==> src/rtl/conv2_seq_if.sv <==
// conv2_seq_if: control, source-read and output-pixel bundle of the conv2
// sequencer. master = the sequencer, slave = the surrounding datapath/host.
interface conv2_seq_if;
  logic       start;
  logic       abort;
  logic       hold;
  logic       rd_en;
  logic [7:0] rd_addr;
  logic       layer_valid_in;
  logic       valid_out_conv2;
  logic [2:0] out_row;
  logic [2:0] out_col;
  logic       out_last;
  logic       busy;
  logic       done;
  logic       err;

  modport master (
    input  start, abort, hold, valid_out_conv2,
    output rd_en, rd_addr, layer_valid_in, out_row, out_col, out_last,
           busy, done, err
  );

  modport slave (
    output start, abort, hold, valid_out_conv2,
    input  rd_en, rd_addr, layer_valid_in, out_row, out_col, out_last,
           busy, done, err
  );
endinterface

==> src/rtl/conv2_seq.sv <==
// conv2_seq: frame sequencer for the second conv layer. Streams the source
// pool map out of memory in row-major order, delays the read strobe by the
// memory latency to form the layer's valid_in, and tracks the output-pixel
// coordinate from the layer's output strobes.
// Optional feature: define CONV2_SEQ_WDT_EN to add a DRAIN-phase watchdog
// that raises a sticky err and forces frame completion.
module conv2_seq #(
  parameter int WIDTH      = 12,
  parameter int HEIGHT     = 12,
  parameter int KSIZE      = 5,
  parameter int RD_LAT     = 1,
  parameter int WDT_CYCLES = 1024
) (
  input  logic        clk,
  input  logic        rst_n,
  conv2_seq_if.master io
);
  localparam int OUT_W = WIDTH - KSIZE + 1;
  localparam int OUT_H = HEIGHT - KSIZE + 1;
  localparam int NPIX  = OUT_W * OUT_H;
  localparam int NRD   = WIDTH * HEIGHT;
  localparam int CNT_W = $clog2(NPIX + 1);

  generate
    if (RD_LAT < 1 || RD_LAT > 4 || NRD > 256 || OUT_W > 8 || OUT_H > 8 ||
        WDT_CYCLES < 2) begin : g_cfg_check
      $error("conv2_seq: unsupported parameter set");
    end
  endgenerate

  typedef enum logic [1:0] {IDLE, FEED, DRAIN, FIN} state_t;

  state_t            state;
  logic [7:0]        rd_addr_q;
  logic [2:0]        row_q;
  logic [2:0]        col_q;
  logic [CNT_W-1:0]  pix_cnt;
  logic [RD_LAT-1:0] lat_sr;
  logic              done_q;
  logic              issue;
  logic              last_rd;
  logic              accept;
  logic              last_pix;
`ifdef CONV2_SEQ_WDT_EN
  localparam int WDT_W = $clog2(WDT_CYCLES + 1);
  logic [WDT_W-1:0]  wdt_cnt;
  logic              err_q;
`endif

  // Per-cycle decode: read issue, final read, strobe acceptance, final pixel
  always_comb begin
    issue    = (state == FEED) && !io.hold && !io.abort;
    last_rd  = issue && (rd_addr_q == 8'(NRD - 1));
    accept   = ((state == FEED) || (state == DRAIN)) && io.valid_out_conv2 && !io.abort;
    last_pix = accept && (pix_cnt == CNT_W'(NPIX - 1));
  end

  // Read-latency pipe: reads already issued keep flowing under hold; abort flushes
  always_ff @(posedge clk or negedge rst_n) begin
    if (!rst_n) begin
      lat_sr <= '0;
    end else if (io.abort) begin
      lat_sr <= '0;
    end else begin
      lat_sr <= RD_LAT'({lat_sr, issue});
    end
  end

  // Frame FSM with address, coordinate, done and (optional) watchdog registers
  always_ff @(posedge clk or negedge rst_n) begin
    if (!rst_n) begin
      state     <= IDLE;
      rd_addr_q <= '0;
      row_q     <= '0;
      col_q     <= '0;
      pix_cnt   <= '0;
      done_q    <= 1'b0;
`ifdef CONV2_SEQ_WDT_EN
      wdt_cnt   <= '0;
      err_q     <= 1'b0;
`endif
    end else begin
      done_q <= 1'b0;
      if (io.abort) begin
        state <= IDLE;
`ifdef CONV2_SEQ_WDT_EN
        wdt_cnt <= '0;
`endif
      end else begin
        unique case (state)
          IDLE: begin
            if (io.start) begin
              state     <= FEED;
              rd_addr_q <= '0;
              row_q     <= '0;
              col_q     <= '0;
              pix_cnt   <= '0;
`ifdef CONV2_SEQ_WDT_EN
              err_q     <= 1'b0;
`endif
            end
          end
          FEED: begin
            if (issue) begin
              rd_addr_q <= rd_addr_q + 8'd1;
              if (last_rd) state <= DRAIN;
            end
          end
          DRAIN: begin
          end
          FIN: begin
            state <= IDLE;
          end
          default: begin
            state <= IDLE;
          end
        endcase

        // Accepted strobe advances the coordinate; the final pixel overrides
        // any FEED->DRAIN move made in the same cycle.
        if (accept) begin
          pix_cnt <= pix_cnt + CNT_W'(1);
          if (col_q == 3'(OUT_W - 1)) begin
            col_q <= '0;
            row_q <= row_q + 3'd1;
          end else begin
            col_q <= col_q + 3'd1;
          end
          if (last_pix) begin
            state  <= FIN;
            done_q <= 1'b1;
          end
        end

`ifdef CONV2_SEQ_WDT_EN
        // Counts strobe-free DRAIN cycles; firing ends the frame with err set
        if (state != DRAIN || accept) begin
          wdt_cnt <= '0;
        end else if (wdt_cnt == WDT_W'(WDT_CYCLES - 1)) begin
          wdt_cnt <= '0;
          err_q   <= 1'b1;
          state   <= FIN;
          done_q  <= 1'b1;
        end else begin
          wdt_cnt <= wdt_cnt + WDT_W'(1);
        end
`endif
      end
    end
  end

  assign io.rd_en          = issue;
  assign io.rd_addr        = rd_addr_q;
  assign io.layer_valid_in = lat_sr[RD_LAT-1];
  assign io.out_row        = row_q;
  assign io.out_col        = col_q;
  assign io.out_last       = last_pix;
  assign io.busy           = (state != IDLE);
  assign io.done           = done_q;
`ifdef CONV2_SEQ_WDT_EN
  assign io.err            = err_q;
`else
  assign io.err            = 1'b0;
`endif
endmodule

==> src/flat_wrapper.sv <==
// flat-port wrapper written by rule: the top's interface ports become plain ports
module conv2_seq_flat 
#(
  parameter int WIDTH      = 12,
  parameter int HEIGHT     = 12,
  parameter int KSIZE      = 5,
  parameter int RD_LAT     = 1,
  parameter int WDT_CYCLES = 1024
)
  (clk, rst_n, io_start, io_abort, io_hold, io_valid_out_conv2, io_rd_en, io_rd_addr, io_layer_valid_in, io_out_row, io_out_col, io_out_last, io_busy, io_done, io_err);
  conv2_seq_if io_i ();
  input  logic clk;
  input  logic rst_n;
  input wire logic [$bits(io_i.start)-1:0] io_start;
  input wire logic [$bits(io_i.abort)-1:0] io_abort;
  input wire logic [$bits(io_i.hold)-1:0] io_hold;
  input wire logic [$bits(io_i.valid_out_conv2)-1:0] io_valid_out_conv2;
  output wire logic [$bits(io_i.rd_en)-1:0] io_rd_en;
  output wire logic [$bits(io_i.rd_addr)-1:0] io_rd_addr;
  output wire logic [$bits(io_i.layer_valid_in)-1:0] io_layer_valid_in;
  output wire logic [$bits(io_i.out_row)-1:0] io_out_row;
  output wire logic [$bits(io_i.out_col)-1:0] io_out_col;
  output wire logic [$bits(io_i.out_last)-1:0] io_out_last;
  output wire logic [$bits(io_i.busy)-1:0] io_busy;
  output wire logic [$bits(io_i.done)-1:0] io_done;
  output wire logic [$bits(io_i.err)-1:0] io_err;
  assign io_i.start = io_start;
  assign io_i.abort = io_abort;
  assign io_i.hold = io_hold;
  assign io_i.valid_out_conv2 = io_valid_out_conv2;
  assign io_rd_en = io_i.rd_en;
  assign io_rd_addr = io_i.rd_addr;
  assign io_layer_valid_in = io_i.layer_valid_in;
  assign io_out_row = io_i.out_row;
  assign io_out_col = io_i.out_col;
  assign io_out_last = io_i.out_last;
  assign io_busy = io_i.busy;
  assign io_done = io_i.done;
  assign io_err = io_i.err;
  conv2_seq #(.WIDTH(WIDTH), .HEIGHT(HEIGHT), .KSIZE(KSIZE), .RD_LAT(RD_LAT), .WDT_CYCLES(WDT_CYCLES)) u_core (.clk(clk), .rst_n(rst_n), .io(io_i));
endmodule
==> config.mk <==
export PLATFORM = sky130hd
export DESIGN_NAME = conv2_seq_flat
export DESIGN_NICKNAME = d
export VERILOG_FILES = /design/src/rtl/conv2_seq_if.sv /design/src/rtl/conv2_seq.sv /design/src/flat_wrapper.sv
export SDC_FILE = /design/constraint.sdc
export NUM_CORES = 1
export LEC_CHECK = 0
export CELL_PAD_IN_SITES_DETAIL_PLACEMENT = 1
export CELL_PAD_IN_SITES_GLOBAL_PLACEMENT = 1
export CORE_MARGIN = 3
export CORE_UTILIZATION = 39
export CTS_CLUSTER_SIZE = 30
export DETAILED_ROUTE_END_ITERATION = 12
export PLACE_DENSITY = 0.86
export SYNTH_ARGS = -nofsm -noshare
export SYNTH_HDL_FRONTEND = slang
export SYNTH_SLANG_ARGS = --single-unit
==> constraint.sdc <==
create_clock -name clk -period 2.2 [get_ports clk]
set_input_delay 0.33 -clock clk [delete_from_list [all_inputs] [get_ports clk]]
set_output_delay 0.33 -clock clk [all_outputs]
set_load 0.02 [all_outputs]
==> qor.txt <==
SYNTHESIS
-------------------------------------------------------------------------------------------------
Post-synth top area cell ........................................................... sky130_fd_sc_hd__dfrtp_1
Post-synthesis share of cell area spent on and, or, nand and nor gates .............       21.85%
Multiplexer share of the synthesized area ..........................................           0%
Fraction of the mapped netlist area in adder cells .................................       7.634%
Number of enable flip-flop cells after synthesis ...................................            0
Share of synthesized area occupied by flip-flops and latches .......................       47.71%
Number of nets in the synthesized netlist ..........................................          142
Cell Area, Synth ...................................................................     1311 um2
Avg Inst Size Synth ................................................................    10.24 um2
Number of distinct library cell variants in the gate-level netlist after synthesis .           36
Most numerous cell in the Yosys netlist ............................................ sky130_fd_sc_hd__dfrtp_1
Compound-Gate Fraction of Synth Area ...............................................       14.89%
Xor/xnor cell area share of the yosys netlist ......................................       5.344%
YS warnings ........................................................................            0
Main combinational cell family by area after synthesis ............................. simple AND/OR/NAND/NOR gates
Prevailing post-synth register cell ................................................ sky130_fd_sc_hd__dfrtp_1
Synth top area cells ............................................................... sky130_fd_sc_hd__dfrtp_1 48%, sky130_fd_sc_hd__ha_1 7.6%, sky130_fd_sc_hd__nand3_1 3.8%
Commonest cells in the synthesized netlist ......................................... 25 x sky130_fd_sc_hd__dfrtp_1, 13 x sky130_fd_sc_hd__nand2_1, 10 x sky130_fd_sc_hd__nand3_1, 10 x sky130_fd_sc_hd__nor2_1, 8 x sky130_fd_sc_hd__ha_1
Post-Synthesis Cells ...............................................................          128
Async set or reset register ratio after synthesis ..................................       100.0%
Synth top area share ...............................................................       47.71%
Post-synthesis register bit count ..................................................           25

FINISH
-------------------------------------------------------------------------------------------------
Relative area change from synthesis to final layout ................................       28.82%
Post-route insts no fill ...........................................................          207
Layout cells sized above 1 .........................................................       11.04%
Net count reported at finish .......................................................          178
Antenna diode instance count .......................................................            0
Filler cell count ..................................................................          361
Design area ........................................................................     1689 um2

WORST SETUP PATH
-------------------------------------------------------------------------------------------------
Worst Reg2Reg Path Length in Cells .................................................            6
Peak per-stage delay on the critical path ..........................................       540 ps
Cell family contributing the most delay on the critical path ....................... buffers and inverters
CP Data Arrival Time ...............................................................      1760 ps
Worst r2r dst ...................................................................... u_core.io.rd_addr[3]
Total buffers and inverters traversed by the critical path .........................            3
Standard cell with the maximum stage delay on the critical path .................... sky130_fd_sc_hd__clkdlybuf4s50_1
Kind of end point of the critical path .............................................   output pin
Series of cell instances along the critical path ................................... inv_1 -> ha_1 -> inv_1 -> clkdlybuf4s50_1
Origin of the critical flop-to-flop path ........................................... u_core.state[1]
Critical path required time ........................................................      1870 ps
Critical path's most frequent cell ................................................. sky130_fd_sc_hd__inv_1
Sort of element at the start of the critical path ..................................         flop
R2R Setup Slk ......................................................................       330 ps
Type of the worst setup path .......................................................      reg2out
Highest fanout seen on the critical path ...........................................            6

DETAILED ROUTING
-------------------------------------------------------------------------------------------------
Iteration-0 DRC Markers ............................................................           27
Total number of vias ...............................................................         1133
Routed Wire Length .................................................................     3.437 mm
Total met3 wirelength after detailed routing .......................................       120 um
Highest Signal Layer ...............................................................         met4
Routed length on met1 ..............................................................     1.387 mm
Remaining antenna violation count after routing ....................................            0
Met2 wire length ...................................................................     1.867 mm
Post-route DRC .....................................................................            0
Length of the first detailed-routing pass in iterations ............................            4
Routed len/inst ....................................................................     16.60 um
Via/cell ratio .....................................................................        5.473

POWER
-------------------------------------------------------------------------------------------------
Static leakage .....................................................................    0.7667 nW
Cell Pwr Density ................................................................... 562.2 nW/um2
Peak ir drop on the vdd network ....................................................  0.0004518 V

TIMING
-------------------------------------------------------------------------------------------------
Max Freq ...........................................................................    477.8 MHz
Setup-failing EPs final ............................................................            0
Least setup slack across all paths after layout ....................................     107.2 ps
Fin crit share .....................................................................       95.13%
Unrepaired setup endpoints after global routing ....................................           no
Fin. Hold Viols ....................................................................            0
Worst clock skew ...................................................................     12.04 ps
Final number of max-transition violations ..........................................            0
Clock period minus final worst setup slack .........................................      2093 ps

PLACE
-------------------------------------------------------------------------------------------------
Placed cells .......................................................................          203
Weighted congestion at the end of routability-driven global placement ..............       0.8628
Hpwl dp ............................................................................     2.718 mm
Placed inst area ...................................................................     1663 um2
Pre-CTS WS .........................................................................    -36.57 ps
Quantity of I/O buffers inserted on ports ..........................................           24

HOLD PATH
-------------------------------------------------------------------------------------------------
Class of the most critical hold timing path ........................................     in2async

GLOBAL ROUTING
-------------------------------------------------------------------------------------------------
Wire length of the first global-routing pass .......................................     6.147 mm
Overall global routing resource usage ..............................................       19.28%
Pin count of the biggest net entering global routing ...............................           26
Gr ovfl total ......................................................................            0
Via count of the first global-routing pass .........................................         1272
Number of antenna violations at the first check in global routing ..................            0

CLOCK NETWORK
-------------------------------------------------------------------------------------------------
Clock tree from TritonCTS ..........................................................         done
# clock sinks ......................................................................           25
Post-CTS Setup Bufs ................................................................            0
Clock tree buffer depth ............................................................            2
CTS Hold Bufs ......................................................................            0
Htree depth ........................................................................            1
Clk Latency, worst-skew pair .......................................................       320 ps
Number of clock buffers inserted by TritonCTS ......................................            3
Buffer type at the clock tree root ................................................. sky130_fd_sc_hd__clkbuf_4
Clock slew at the register clock pins of the worst setup and hold paths ............       140 ps

DIE
-------------------------------------------------------------------------------------------------
Initial Util .......................................................................       41.92%
Core area ..........................................................................     3128 um2
Height of the die ..................................................................     63.99 um
Die area ...........................................................................     4094 um2
Row count ..........................................................................           20
Number of ports placed on the die boundary .........................................           26
Horizontal extent of the die .......................................................     63.99 um

FLOW RUN
-------------------------------------------------------------------------------------------------
Maximum Capacitance Violations .....................................................            0

RUN STATUS
-------------------------------------------------------------------------------------------------
Status ............................................................................. finished, final reports clean

[kinds of logic (layout without fill, tap and decap cells)]
family,Yosys count,in the layout
AO/OA/AOI/OAI,28,28
XOR/XNOR,8,8
adder cells (fa/ha/maj),8,8
buffers and inverters,7,42
flip-flops,25,25
other,1,1
AND/OR/NAND/NOR,51,51
[state kept, by name, summed over array words and instances (netlist names)]
name,cells
u_core.state,2
u_core.pix_cnt,7
u_core.io.rd_addr,8
u_core.io.out_col,3
u_core.io.layer_valid_in,1
u_core.io.out_row,3
u_core.io.done,1
[metrics by stage]
step | total power [mW] | TNS (ps) | utilization (%) | hold slack (ps)
floorplan | 0.6397 | 0 | - | 34.41
global placement | 0.7366 | 0 | 53.16 | 486.4
detailed placement | 0.7561 | -36.57 | 53.16 | 493.8
CTS | 0.9597 | 0 | 54.12 | 372.7
global route | 1.010 | 0 | 54.00 | 384.6
finish | 0.9496 | 0 | 54.00 | 357.3
[area by class of cell]
| type | count | area, um2 | area share, % |
|---|---|---|---|
| multi-input combinational | 96 | 661.9 | 39.19 |
| sequential | 25 | 625.6 | 37.04 |
| timing repair buffer | 33 | 301.5 | 17.85 |
| tap | 44 | 55.05 | 3.259 |
| clock buffer | 4 | 26.28 | 1.556 |
| inverter | 5 | 18.77 | 1.111 |
[report_power, final]
group	leakage (nW)	total [mW]	switching [mW]	internal (mW)
combinational	0.406	0.230	0.131	0.0995
sequential	0.346	0.513	0.0274	0.485
clock	0.0150	0.207	0.136	0.0710
[layer usage]
layer	global-route usage [%]	up-vias
met2	34.97	24
met5	0	-
met1	22.37	569
met3	3.339	7
li1	-	533
met4	7.278	0
[layout by cell type, fill, tap and decap left out, types with 4 or more instances in the layout]
cell type,n
sky130_fd_sc_hd__dfrtp_1,25
sky130_fd_sc_hd__clkdlybuf4s50_1,22
sky130_fd_sc_hd__nand2_1,13
sky130_fd_sc_hd__nand3_1,10
sky130_fd_sc_hd__nor2_1,10
sky130_fd_sc_hd__buf_4,9
sky130_fd_sc_hd__ha_1,8
sky130_fd_sc_hd__o21ai_0,7
sky130_fd_sc_hd__inv_1,5
sky130_fd_sc_hd__a21oi_1,5
sky130_fd_sc_hd__xor2_1,4
sky130_fd_sc_hd__xnor2_1,4
[worst reg2reg max path, delay by kind of cell, from the launching register on]
family        cells  cell delay, ps
flops             1             420
fa+ha+maj         1             300
simple gates      4             950
buf+inv           1             100
[repair_timing]
item / in CTS / in global routing
gates resized for setup: 3 / 3
pin swaps: 0 / 0
endpoints found under the setup margin: 2 / 1
[worst max path at each step]
stage	cells past startpoint	startpoint	end	slack (ps)
after global routing	4	u_core.state[0]	io_busy	20
after detailed placement	4	io_abort	io_out_last	-40
final	4	u_core.state[1]	io_busy	110
after CTS	5	u_core.state[0]	io_out_last	20
after floorplan	4	u_core.state[1]	io_out_last	190
after global placement	4	io_abort	io_out_last	30
No activity file was read; power rests on OpenSTA's default activity.
